<file path="config.mk">
export PLATFORM = sky130hd
export DESIGN_NAME = id_ex_operand_stage
export DESIGN_NICKNAME = d
export VERILOG_FILES = /design/src/rtl/id_ex_operand_stage.sv
export SDC_FILE = /design/constraint.sdc
export NUM_CORES = 1
export LEC_CHECK = 0
export BUFFER_PORTS_ARGS = -buffer_cell sky130_fd_sc_hd__buf_2
export CORE_AREA = 5 5 146 148
export CTS_BUF_LIST = sky130_fd_sc_hd__clkbuf_4 sky130_fd_sc_hd__clkbuf_8
export CTS_CLUSTER_SIZE = 20
export DETAILED_ROUTE_END_ITERATION = 10
export DIE_AREA = 0 0 151 153
export PLACE_DENSITY = 0.75
export SKIP_LAST_GASP = 1
export SYNTH_ARGS = -nofsm -noshare
export SYNTH_HDL_FRONTEND = slang
export SYNTH_SLANG_ARGS = --single-unit
export TNS_END_PERCENT = 100
</file>
<file path="constraint.sdc">
create_clock -name clk -period 3.15 [get_ports clk]
set_input_delay 0.1575 -clock clk [delete_from_list [all_inputs] [get_ports clk]]
set_output_delay 0.1575 -clock clk [all_outputs]
set_load 0.02 [all_outputs]
</file>
<file path="src/rtl/id_ex_operand_stage.sv">
// ID/EX pipeline register in front of the ALU. Holds one decoded instruction behind a
// valid/ready handshake and forwards EX/MEM and MEM/WB results onto the stored operands.
module id_ex_operand_stage #(
    parameter int unsigned XLEN   = 32,
    parameter int unsigned REG_AW = 5
) (
    input  logic              clk,
    input  logic              rst_n,

    input  logic              in_valid,
    output logic              in_ready,
    input  logic [XLEN-1:0]   in_pc,
    input  logic [REG_AW-1:0] in_rs1_addr,
    input  logic [REG_AW-1:0] in_rs2_addr,
    input  logic [XLEN-1:0]   in_rs1_data,
    input  logic [XLEN-1:0]   in_rs2_data,
    input  logic [XLEN-1:0]   in_imm,
    input  logic [3:0]        in_alu_op,
    input  logic              in_src_a_pc,
    input  logic              in_src_b_imm,
    input  logic [REG_AW-1:0] in_rd_addr,
    input  logic              in_reg_write,

    input  logic              flush,

    input  logic              fwd_em_we,
    input  logic [REG_AW-1:0] fwd_em_rd,
    input  logic [XLEN-1:0]   fwd_em_data,
    input  logic              fwd_mw_we,
    input  logic [REG_AW-1:0] fwd_mw_rd,
    input  logic [XLEN-1:0]   fwd_mw_data,

    output logic              out_valid,
    input  logic              out_ready,
    output logic [XLEN-1:0]   alu_a,
    output logic [XLEN-1:0]   alu_b,
    output logic [3:0]        alu_op,
    output logic [XLEN-1:0]   out_rs2_fwd,
    output logic [REG_AW-1:0] out_rd_addr,
    output logic              out_reg_write
);

    typedef enum logic {
        EMPTY = 1'b0,
        FULL  = 1'b1
    } state_e;

    state_e            state_q, state_d;

    logic [XLEN-1:0]   pc_q;
    logic [REG_AW-1:0] rs1_addr_q;
    logic [REG_AW-1:0] rs2_addr_q;
    logic [XLEN-1:0]   rs1_data_q, rs1_data_d;
    logic [XLEN-1:0]   rs2_data_q, rs2_data_d;
    logic [XLEN-1:0]   imm_q;
    logic [3:0]        alu_op_q;
    logic              src_a_pc_q;
    logic              src_b_imm_q;
    logic [REG_AW-1:0] rd_addr_q;
    logic              reg_write_q;

    logic              load;
    logic              stall;
    logic [XLEN-1:0]   fwd_rs1;
    logic [XLEN-1:0]   fwd_rs2;

    // Handshake qualifiers; flush overrides both load and stall refresh
    always_comb begin
        out_valid = (state_q == FULL);
        in_ready  = !out_valid || out_ready;
        load      = in_valid && in_ready && !flush;
        stall     = out_valid && !out_ready && !flush;
    end

    // Valid-bit next state
    always_comb begin
        state_d = state_q;
        if (flush) begin
            state_d = EMPTY;
        end else if (load) begin
            state_d = FULL;
        end else if ((state_q == FULL) && out_ready) begin
            state_d = EMPTY;
        end
    end

    always_ff @(posedge clk or negedge rst_n) begin
        if (!rst_n) begin
            state_q <= EMPTY;
        end else begin
            state_q <= state_d;
        end
    end

    // Per-operand forwarding: EX/MEM beats MEM/WB, x0 is never bypassed
    always_comb begin
        fwd_rs1 = rs1_data_q;
        if (rs1_addr_q != '0) begin
            if (fwd_em_we && (fwd_em_rd == rs1_addr_q)) begin
                fwd_rs1 = fwd_em_data;
            end else if (fwd_mw_we && (fwd_mw_rd == rs1_addr_q)) begin
                fwd_rs1 = fwd_mw_data;
            end
        end
        fwd_rs2 = rs2_data_q;
        if (rs2_addr_q != '0) begin
            if (fwd_em_we && (fwd_em_rd == rs2_addr_q)) begin
                fwd_rs2 = fwd_em_data;
            end else if (fwd_mw_we && (fwd_mw_rd == rs2_addr_q)) begin
                fwd_rs2 = fwd_mw_data;
            end
        end
    end

    // Operand values: capture on load, re-capture forwarded values while stalled
    always_comb begin
        rs1_data_d = rs1_data_q;
        rs2_data_d = rs2_data_q;
        if (load) begin
            rs1_data_d = in_rs1_data;
            rs2_data_d = in_rs2_data;
        end else if (stall) begin
            rs1_data_d = fwd_rs1;
            rs2_data_d = fwd_rs2;
        end
    end

    always_ff @(posedge clk or negedge rst_n) begin
        if (!rst_n) begin
            pc_q        <= '0;
            rs1_addr_q  <= '0;
            rs2_addr_q  <= '0;
            rs1_data_q  <= '0;
            rs2_data_q  <= '0;
            imm_q       <= '0;
            alu_op_q    <= '0;
            src_a_pc_q  <= 1'b0;
            src_b_imm_q <= 1'b0;
            rd_addr_q   <= '0;
            reg_write_q <= 1'b0;
        end else begin
            rs1_data_q <= rs1_data_d;
            rs2_data_q <= rs2_data_d;
            if (load) begin
                pc_q        <= in_pc;
                rs1_addr_q  <= in_rs1_addr;
                rs2_addr_q  <= in_rs2_addr;
                imm_q       <= in_imm;
                alu_op_q    <= in_alu_op;
                src_a_pc_q  <= in_src_a_pc;
                src_b_imm_q <= in_src_b_imm;
                rd_addr_q   <= in_rd_addr;
                reg_write_q <= in_reg_write;
            end
        end
    end

    always_comb begin
        alu_a         = src_a_pc_q ? pc_q : fwd_rs1;
        alu_b         = src_b_imm_q ? imm_q : fwd_rs2;
        alu_op        = alu_op_q;
        out_rs2_fwd   = fwd_rs2;
        out_rd_addr   = rd_addr_q;
        out_reg_write = reg_write_q && out_valid;
    end

endmodule

</file>
==> results of run 1 <==
-- cells in the mapped netlist, drive strengths merged --
| library cell | number | area, µm² |
|---|---|---|
| dfrtp | 151 | 3780 |
| a31oi | 128 | 801 |
| mux2 | 84 | 946 |
| and2 | 69 | 432 |
| nor2 | 68 | 255 |
| nand3 | 66 | 330 |
| a32oi | 64 | 786 |
| clkbuf | 64 | 240 |
| o32ai | 64 | 561 |
| nand2 | 39 | 146 |
| buf | 28 | 185 |
| xnor2 | 12 | 105 |
| xor2 | 8 | 70.1 |
| inv | 3 | 11.3 |
| a211oi | 2 | 25.0 |
| nand4 | 2 | 12.5 |
| nor3 | 2 | 10.0 |
| nor4 | 2 | 33.8 |
| o21ai | 2 | 10.0 |
| or3b | 2 | 17.5 |
| a21oi | 1 | 5.00 |
| nand2b | 1 | 6.26 |
-- worst paths after layout --
check,slack [ns],endpoint,depth (start not counted),from
worst min-delay path,0.02,rs2_data_q[10]$_DFFE_PN0P_,3,in_rs2_data[10]
worst max register to register,0.94,rs1_data_q[28]$_DFFE_PN0P_,6,rs1_addr_q[4]$_DFFE_PN0P_
min in group asynchronous,0.22,alu_op[2]$_DFFE_PN0P_,2,rst_n
max in group asynchronous,2.07,pc_q[13]$_DFFE_PN0P_,3,rst_n
worst max-delay path,0.13,alu_a[4],7,rs1_addr_q[3]$_DFFE_PN0P_
worst min register to register,0.51,alu_op[3]$_DFFE_PN0P_,1,alu_op[3]$_DFFE_PN0P_
-- state kept, by name, summed over array words and instances (netlist names) --
name	flops
pc_q	32
out_rd_addr	5
rs1_addr_q	5
src_a_pc_q	1
rs1_data_q	32
out_valid	1
imm_q	32
reg_write_q	1
rs2_addr_q	5
alu_op	4
rs2_data_q	32
src_b_imm_q	1
-- cells by family (layout without fill, tap and decap cells) --
kind of cell | count (synthesis) | count (layout)
buf+inv | 95 | 491
mux | 84 | 84
flops | 151 | 151
other cells | 0 | 2
simple gates | 251 | 251
xor+xnor | 20 | 20
compound gates | 261 | 261
-- worst max-delay path, cell delays in order, from the launching register on --
cell     delay [ns]
dfrtp_1        0.44
xor2_1         0.19
nor4_4         0.46
and2_2         0.43
buf_12         0.20
a32oi_1        0.15
a31oi_1        0.31
buf_2          0.22
-- layer usage --
layer	vias to the layer above	global-route usage [%]	routed length, µm
li1	4122	-	-
met4	6	9.11	916
met5	-	0	28
met1	4362	37.5	13500
met2	587	46.5	16200
met3	83	7.43	3300
-- layout by cell type, fill, tap and decap left out, types with 3 or more instances in the layout --
| cell type | netlist | layout |
|---|---|---|
| nand2_2 | 0 | 3 |
| nor2_1 | 68 | 66 |
| mux2_2 | 84 | 84 |
| xnor2_1 | 12 | 12 |
| dfrtp_1 | 151 | 151 |
| clkinvlp_4 | 0 | 4 |
| buf_12 | 0 | 7 |
| a32oi_2 | 30 | 30 |
| clkinv_4 | 0 | 3 |
| nand3_1 | 66 | 64 |
| o32ai_1 | 64 | 64 |
| a31oi_1 | 128 | 128 |
| buf_2 | 16 | 337 |
| clkbuf_8 | 0 | 18 |
| nand2_1 | 39 | 36 |
| and2_1 | 69 | 67 |
| clkbuf_4 | 0 | 3 |
| xor2_1 | 8 | 8 |
| a32oi_1 | 34 | 34 |
| dlygate4sd3_1 | 0 | 91 |
| buf_4 | 7 | 19 |
-- what timing repair did --
action	CTS	global route
setup endpoints to repair	8	43
setup buffers	4	0
hold buffers	90	1
hold endpoints to repair	139	1
resized for setup	3	3
pin swaps	1	0
-- power by group through the flow --
stage	Sequential, W	Clock [W]	Combinational (W)
after global placement	0.00248	0	0.00224
after CTS	0.00246	0.00157	0.00237
after global routing	0.00250	0.00166	0.00258
final	0.00246	0.00156	0.00239
after floorplan	0.00247	0	0.00144
after detailed placement	0.00249	0	0.00227
-- stage by stage --
step	setup WS [ns]	hold WS (ns)
after detailed placement	0.423	0.142
after global placement	0.498	0.140
after global routing	-0.0784	0.00897
after floorplan	1.10	-0.138
final	0.129	0.0184
after CTS	0.0224	0.000805
-- layout make-up --
type / instances / area [µm²] / area share [%]
Antenna cell: 2 / 5.00 / 0.0415
Clock buffer: 21 / 270 / 2.24
Clock inverter: 11 / 126 / 1.05
Inverter: 3 / 11.3 / 0.0933
Multi-Input combinational cell: 616 / 4630 / 38.4
Sequential cell: 151 / 3780 / 31.3
Tap cell: 270 / 338 / 2.80
Timing Repair Buffer: 456 / 2900 / 24.1
==> summary.md, run 1 <==
| Metric | Value |
|---|---|
| Run status | completed |
| Post-Synth XOR/XNOR Area | 2.00% |
| Initial antenna violation count | 5 |
| Post-synth cell types | 27 |
| Vias | 9,160 |
| Cell Rows | 52 |
| Static leakage | 5.17 nW |
| Crit end category | output port |
| Adder-Cell Fraction of Synth Area | 0% |
| CTS sink count | 151 |
| Final clock skew | 0.0137 ns |
| Least-Margin Pin Slew | 0.825 ns |
| Min Tclk post-route | 3.02 ns |
| Post-Layout Cell Count | between 1,500 and 2,000 |
| H-tree levels | 4 |
| First-pass GRT wire length | between 50,000 and 60,000 µm |
| Compound-Gate Fraction of Synth Area | 24.9% |
| Post-synthesis mux area share | 10.8% |
| Tcrit/Tclk final | 95.9% |
| Total Power | 0.00641 W |
| RePlAce Congestion | approximately 0.96 |
| Remaining antenna violation count after routing | 0 |
| Sequential fraction of the synthesis area | 43.1% |
| Post-Syn Area per Cell | 10.2 µm² |
| Placed insts | 1,401 |
| Switching share of power | 38.1% |
| Final hold viol count | 0 |
| FF+latch count, synth | 151 |
| Int Pwr | 0.00397 W |
| Data arrival, critical path | 2.86 ns |
| Synth Cell Area | a little under 0.009 mm² |
| Final Core Density | 60.6% |
| CTS tree | yes |
| Wire length after detailed routing | 34,000 µm |
| Drt via density | ~6.0 |
| CTS Buf Count | 17 |
| Post-Syn Nets | roughly 1,100 |
| Pwr Density | ~530 mW/mm² |
| Fmax | 0.331 GHz |
| Largest net degree at the start of global routing | 71 |
| Drt wl/cell | roughly 22 µm |
| IO Count | between 300 and 400 |
| # DRC | 0 |
| Slew margin rel. | 45.0% |
| Clock Tree Root | clkbuf_8 |
| Startpoint Class | flop |
| WP data required | 2.99 ns |
| Final nets | around 1,500 |
| Initial DRC count | 756 |
| Die area | 0.0231 mm² |
| Fin. max-slew vios | 0 |
| Detailed placement HPWL | around 23,000 µm |
| Clock latency on the worst-skew pair | 0.45 ns |
| Max Cap Viol | 0 |
| Area of the core | 0.0199 mm² |
| Initial core utilization | 44.0% |
| Register share of total power | about two fifths |
| Fill cells | 1,693 |
| Mapped Cells | approximately 860 |
| Synthesis-to-finish area growth | 37.6% |
| Die span in y | 153 µm |
| Synth Warn # | 0 |
| Final instance area | 0.0121 mm² |
| Max clock buf depth | 2 |
| Chip width | 151 µm |
| Simple-Gate Fraction of Synth Area | 14.2% |
| Worst-path fanout max | 20 |
| Number of global-route vias before repair | 9,273 |
| Overflow after GRT | 0 |
| Setup CP Type | reg2out |
| Worst vdd ir | 0.295 mV |
| Share of cells above drive strength 1 | a little over two fifths |
| Clock share of power | 24.3% |
| Hold Path Class | in2reg |
| Pre-antenna DRT Iters | 6 |
| RSZ-0062 raised after global routing | yes |
| Setup Viol. Count Final | 0 |
| Main combinational cell family by area after synthesis | compound AO/OA/AOI/OAI gates |
| Combinational power share | 37.3% |
| Placed Area | 0.0107 mm² |
| Net Switching | 0.00244 W |
| # port buffers | 338 |
| GR Util All Layers | 28.7% |
| Clock transition at path regs | 0.09 ns |
| TNS Setup | 0 ns |
(Power assumes the default switching activity.)
==> run 2, diff against run 1 <==
ABC_AREA = 1   (was not set)
CORE_AREA = 5 5 157 159   (was 5 5 146 148)
DIE_AREA = 0 0 162 164   (was 0 0 151 153)
PLACE_DENSITY = 0.73   (was 0.75)
==> summary.md, run 2 <==
| Metric | Value |
|---|---|
| Drt via density | 4.84 (-19%) |
| Remaining antenna violation count after routing | 0 (unchanged) |
| Detailed placement HPWL | 26,900 µm (+15%) |
| Pre-CTS WS | 0.985 ns (+0.562 ns) |
| Synth Warn # | 0 (unchanged) |
| Top_reg_cell synth | dfrtp_1 |
| Fmax | 0.374 GHz (+13%) |
| Crit end category | output port |
| # port buffers | 338 (unchanged) |
| Initial antenna violation count | 8 (+3) |
| GR Layer Usage met2 | 44.9% (-1.6 points) |
| Overflow after GRT | 0 (unchanged) |
| Data arrival, critical path | 2.51 ns (-0.35 ns) |
| Pwr Density | 535 mW/mm² (+0.68%) |
| Commonest non-fill, non-tap cell in the layout | nand2_1 |
| Post-route setup slack | 0.478 ns (+0.349 ns) |
| Crit path cell chain | inv_2 > nand2_1 > nand3_1 > nor2_2 > buf_12 > nand3_1 > nand2_1 > nand2_1 > nand2_1 > o21ai_1 > buf_2 |
| Least-Margin Pin Slew | 1.04 ns (+0.217 ns) |
| Most used cell, CP | nand2_1 |
| Static leakage | 8.42 nW (+63%) |
| Area contributors post-synth | dfrtp_1 (37%), nand2_1 (32%), nor2_1 (9.3%) |
| Vias | 11,700 (+28%) |
| Synth Cell Area | 0.0102 mm² (+16%) |
| Hold Path Class | in2reg |
| Setup CP Type | reg2out |
| WP buf/inv | 3 (+1) |
| Post-synth EDFFs | 0 (unchanged) |
| Wire length after detailed routing | 37,300 µm (+9.7%) |
| RSZ-0062 raised after global routing | no |
| Hold path depth | 5 (+2) |
| WP data required | 2.99 ns (about the same) |
| H-tree levels | 4 (unchanged) |
| Synthesis-to-finish area growth | 31.9% |
| Max Cap Viol | 0 (unchanged) |
| Min Tclk post-route | 2.67 ns (-0.349 ns) |
| First-pass GRT wire length | 58,200 µm (+12%) |
| Setup repair bufs after CTS | 0 (-4) |
| Commonest cells in the netlist | nand2_1 (868), nor2_1 (253), inv_1 (174) |
| Number of global-route vias before repair | 11,100 (+20%) |
| PostCTS Resize Cnt | 0 (-3) |
| Fin. max-slew vios | 0 (unchanged) |
| Asr flop ratio synth | 100% (unchanged) |
| Pre-antenna DRT Iters | 7 (+1) |
| Gr busiest metal | met2 |
| Cell Rows | 56 (+7.7%) |
| Final nets | 2,350 (+59%) |
| Final clock skew | 0.0265 ns (+0.0129 ns) |
| CTS tree | yes |
| CP delay by family, top | simple AND/OR/NAND/NOR gates |
| Clock transition at path regs | 0.12 ns (+0.03 ns) |
| Share of cells above drive strength 1 | 21.1% (-21 points) |
| Die area | 0.0266 mm² (+15%) |
| # DRC | 0 (unchanged) |
| Largest net degree at the start of global routing | 98 (+38%) |
| Crit path depth | 11 (+4) |
| Chip width | 162 µm (+7.3%) |
| RePlAce Congestion | 0.925 (-3.5%) |
| Final hold viol count | 0 (unchanged) |
| Initial DRC count | 837 (+11%) |
| Post-synth cell types | 20 (-26%) |
| Fill cells | 2,270 (+34%) |
| Register-to-Register Path Depth | 6 (unchanged) |
| Max clock buf depth | 2 (unchanged) |
| Run status | completed |
| Clock latency on the worst-skew pair | 0.48 ns (+0.03 ns) |
| TNS Setup | 0 ns (unchanged) |
| Setup Viol. Count Final | 0 (unchanged) |
| Post-Syn Area per Cell | 5.85 µm² (-42%) |
| CTS sink count | 151 (unchanged) |
| Slowest CP cell | dfrtp_1 |
| IO Count | 339 (unchanged) |
| Most frequent cells in the layout | nand2_1 (867), buf_2 (337), nor2_1 (251) |
| Slew margin rel. | 30.6% (-14 points) |
| Worst-path fanout max | 25 (+25%) |
| Multi-input combinational cell area | 0.00524 mm² (+13%) |
| Mapped Cells | 1,740 (+100%) |
| Clock Tree Root | clkbuf_8 |
| Dominant cell type by area after synthesis | dfrtp_1 |
| Delay of the slowest cell on the worst path | 0.48 ns (+0.02 ns) |
| Initial core utilization | 44.0% (about the same) |
| Count leader, synth | nand2_1 |
| Register area | 0.00378 mm² (about the same) |
| Startpoint Class | flop |
| GR Util All Layers | 27.5% (-1.2 points) |
| Placed Area | 0.0121 mm² (+13%) |
| Yosys top cell area share | 37.1% (-6.0 points) |
| Final instance area | 0.0134 mm² (+11%) |
| Met1 Resource Use GR | 37.0% (-0.57 points) |
| CTS Buf Count | 17 (unchanged) |
| Die span in y | 164 µm (+7.2%) |
| Sequential fraction of the synthesis area | 37.1% (-6.0 points) |
| Post-Syn Nets | 1,971 (+80%) |
| Worst vdd ir | 0.379 mV (+28%) |
| Met3 usage | 6.22% (-1.2 points) |
| FF+latch count, synth | 151 (unchanged) |
| Tcrit/Tclk final | 84.8% (-11 points) |
| Area of the core | 0.0231 mm² (+16%) |
| Drt wl/cell | 15.3 µm (-31%) |
==> run 2: cell types whose count changed after synthesis, moves of 15 or more <==
| cell | previous run | this run |
|---|---|---|
| inv_1 | 3 | 174 |
| and2_1 | 69 | 0 |
| nor2_1 | 68 | 253 |
| mux2_2 | 84 | 0 |
| a32oi_1 | 34 | 0 |
| buf_2 | 16 | 39 |
| nand2_1 | 39 | 868 |
| a31oi_1 | 128 | 1 |
| nor2_2 | 0 | 22 |
| o21ai_0 | 2 | 17 |
| o32ai_1 | 64 | 0 |
| o21ai_1 | 0 | 59 |
| clkbuf_1 | 64 | 41 |
| a32oi_2 | 30 | 0 |
==> run 2: path summary, 6_finish.rpt <==
| path | slack, ns | endpoint | start |
|---|---|---|---|
| worst max-delay path | 0.48 | alu_b[8] | rs2_addr_q[1]$_DFFE_PN0P_ |
| worst min-delay path | 0.02 | rs1_data_q[18]$_DFFE_PN0P_ | in_rs1_data[18] |
| worst max register to register | 1.03 | rs1_addr_q[3]$_DFFE_PN0P_ | out_valid$_DFFE_PN0P_ |
| worst min register to register | 0.48 | pc_q[27]$_DFFE_PN0P_ | pc_q[27]$_DFFE_PN0P_ |
| max in group asynchronous | 2.01 | pc_q[22]$_DFFE_PN0P_ | rst_n |
| min in group asynchronous | 0.19 | alu_op[0]$_DFFE_PN0P_ | rst_n |
==> run 2: layout make-up <==
| cell class | instances | share of cell area [%] |
|---|---|---|
| flip-flops and latches | 151 | 28.2 |
| multi-input cells | 1304 | 39.0 |
| clock buffers | 17 | 1.74 |
| diodes | 7 | 0.130 |
| clock inverters | 15 | 1.47 |
| inverters | 187 | 5.26 |
| repair buffers | 458 | 21.5 |
| well taps | 290 | 2.70 |
==> run 2: repair_timing <==
action / 4_1_cts / 5_1_grt
setup endpoints to repair: 0 / 0
hold endpoints to repair: 146 / 0
hold buffers: 93 / 0
==> run 2: metrics by stage <==
stage	utilization, %	cells	power (W)	hold WS (ns)
floorplan	-	1740	0.00446	-0.138
global placement	52.1	2297	0.00542	0.156
detailed placement	52.1	2297	0.00547	0.155
CTS	58.0	2422	0.00722	0.00197
global route	58.1	2426	0.00769	0.0177
finish	58.1	2429	0.00718	0.0238
==> run 2: logic make-up (layout without fill, tap and decap cells) <==
kind of cell           Yosys count  in the layout  synth area share, %
and+or+nand+nor               1224           1224                 47.2
AOI/OAI and AO/OA               80             80                 3.94
buffers and inverters          285            677                 11.8
DFF                            151            151                 37.1
other                            0              7                    0
==> run 2: where the power goes <==
part / internal, W / switching [W] / total (W)
clock: 0.000688 / 0.000962 / 0.00165
combinational: 0.00103 / 0.00194 / 0.00298
sequential: 0.00231 / 0.000248 / 0.00256
total: 0.00403 / 0.00316 / 0.00718
==> run 2: layer usage <==
| metal | part of all wire [%] | vias up |
|---|---|---|
| li1 | - | 5904 |
| met1 | 44 | 5308 |
| met2 | 46 | 477 |
| met3 | 8.1 | 53 |
| met4 | 2.0 | 6 |
| met5 | 0.11 | - |
==> run 2: tightest hold or removal path, delay by kind of cell <==
| family | cells | cell delay [ns] |
|---|---|---|
| and+or+nand+nor | 4 | 0.23 |
| buffers and inverters | 1 | 0.08 |
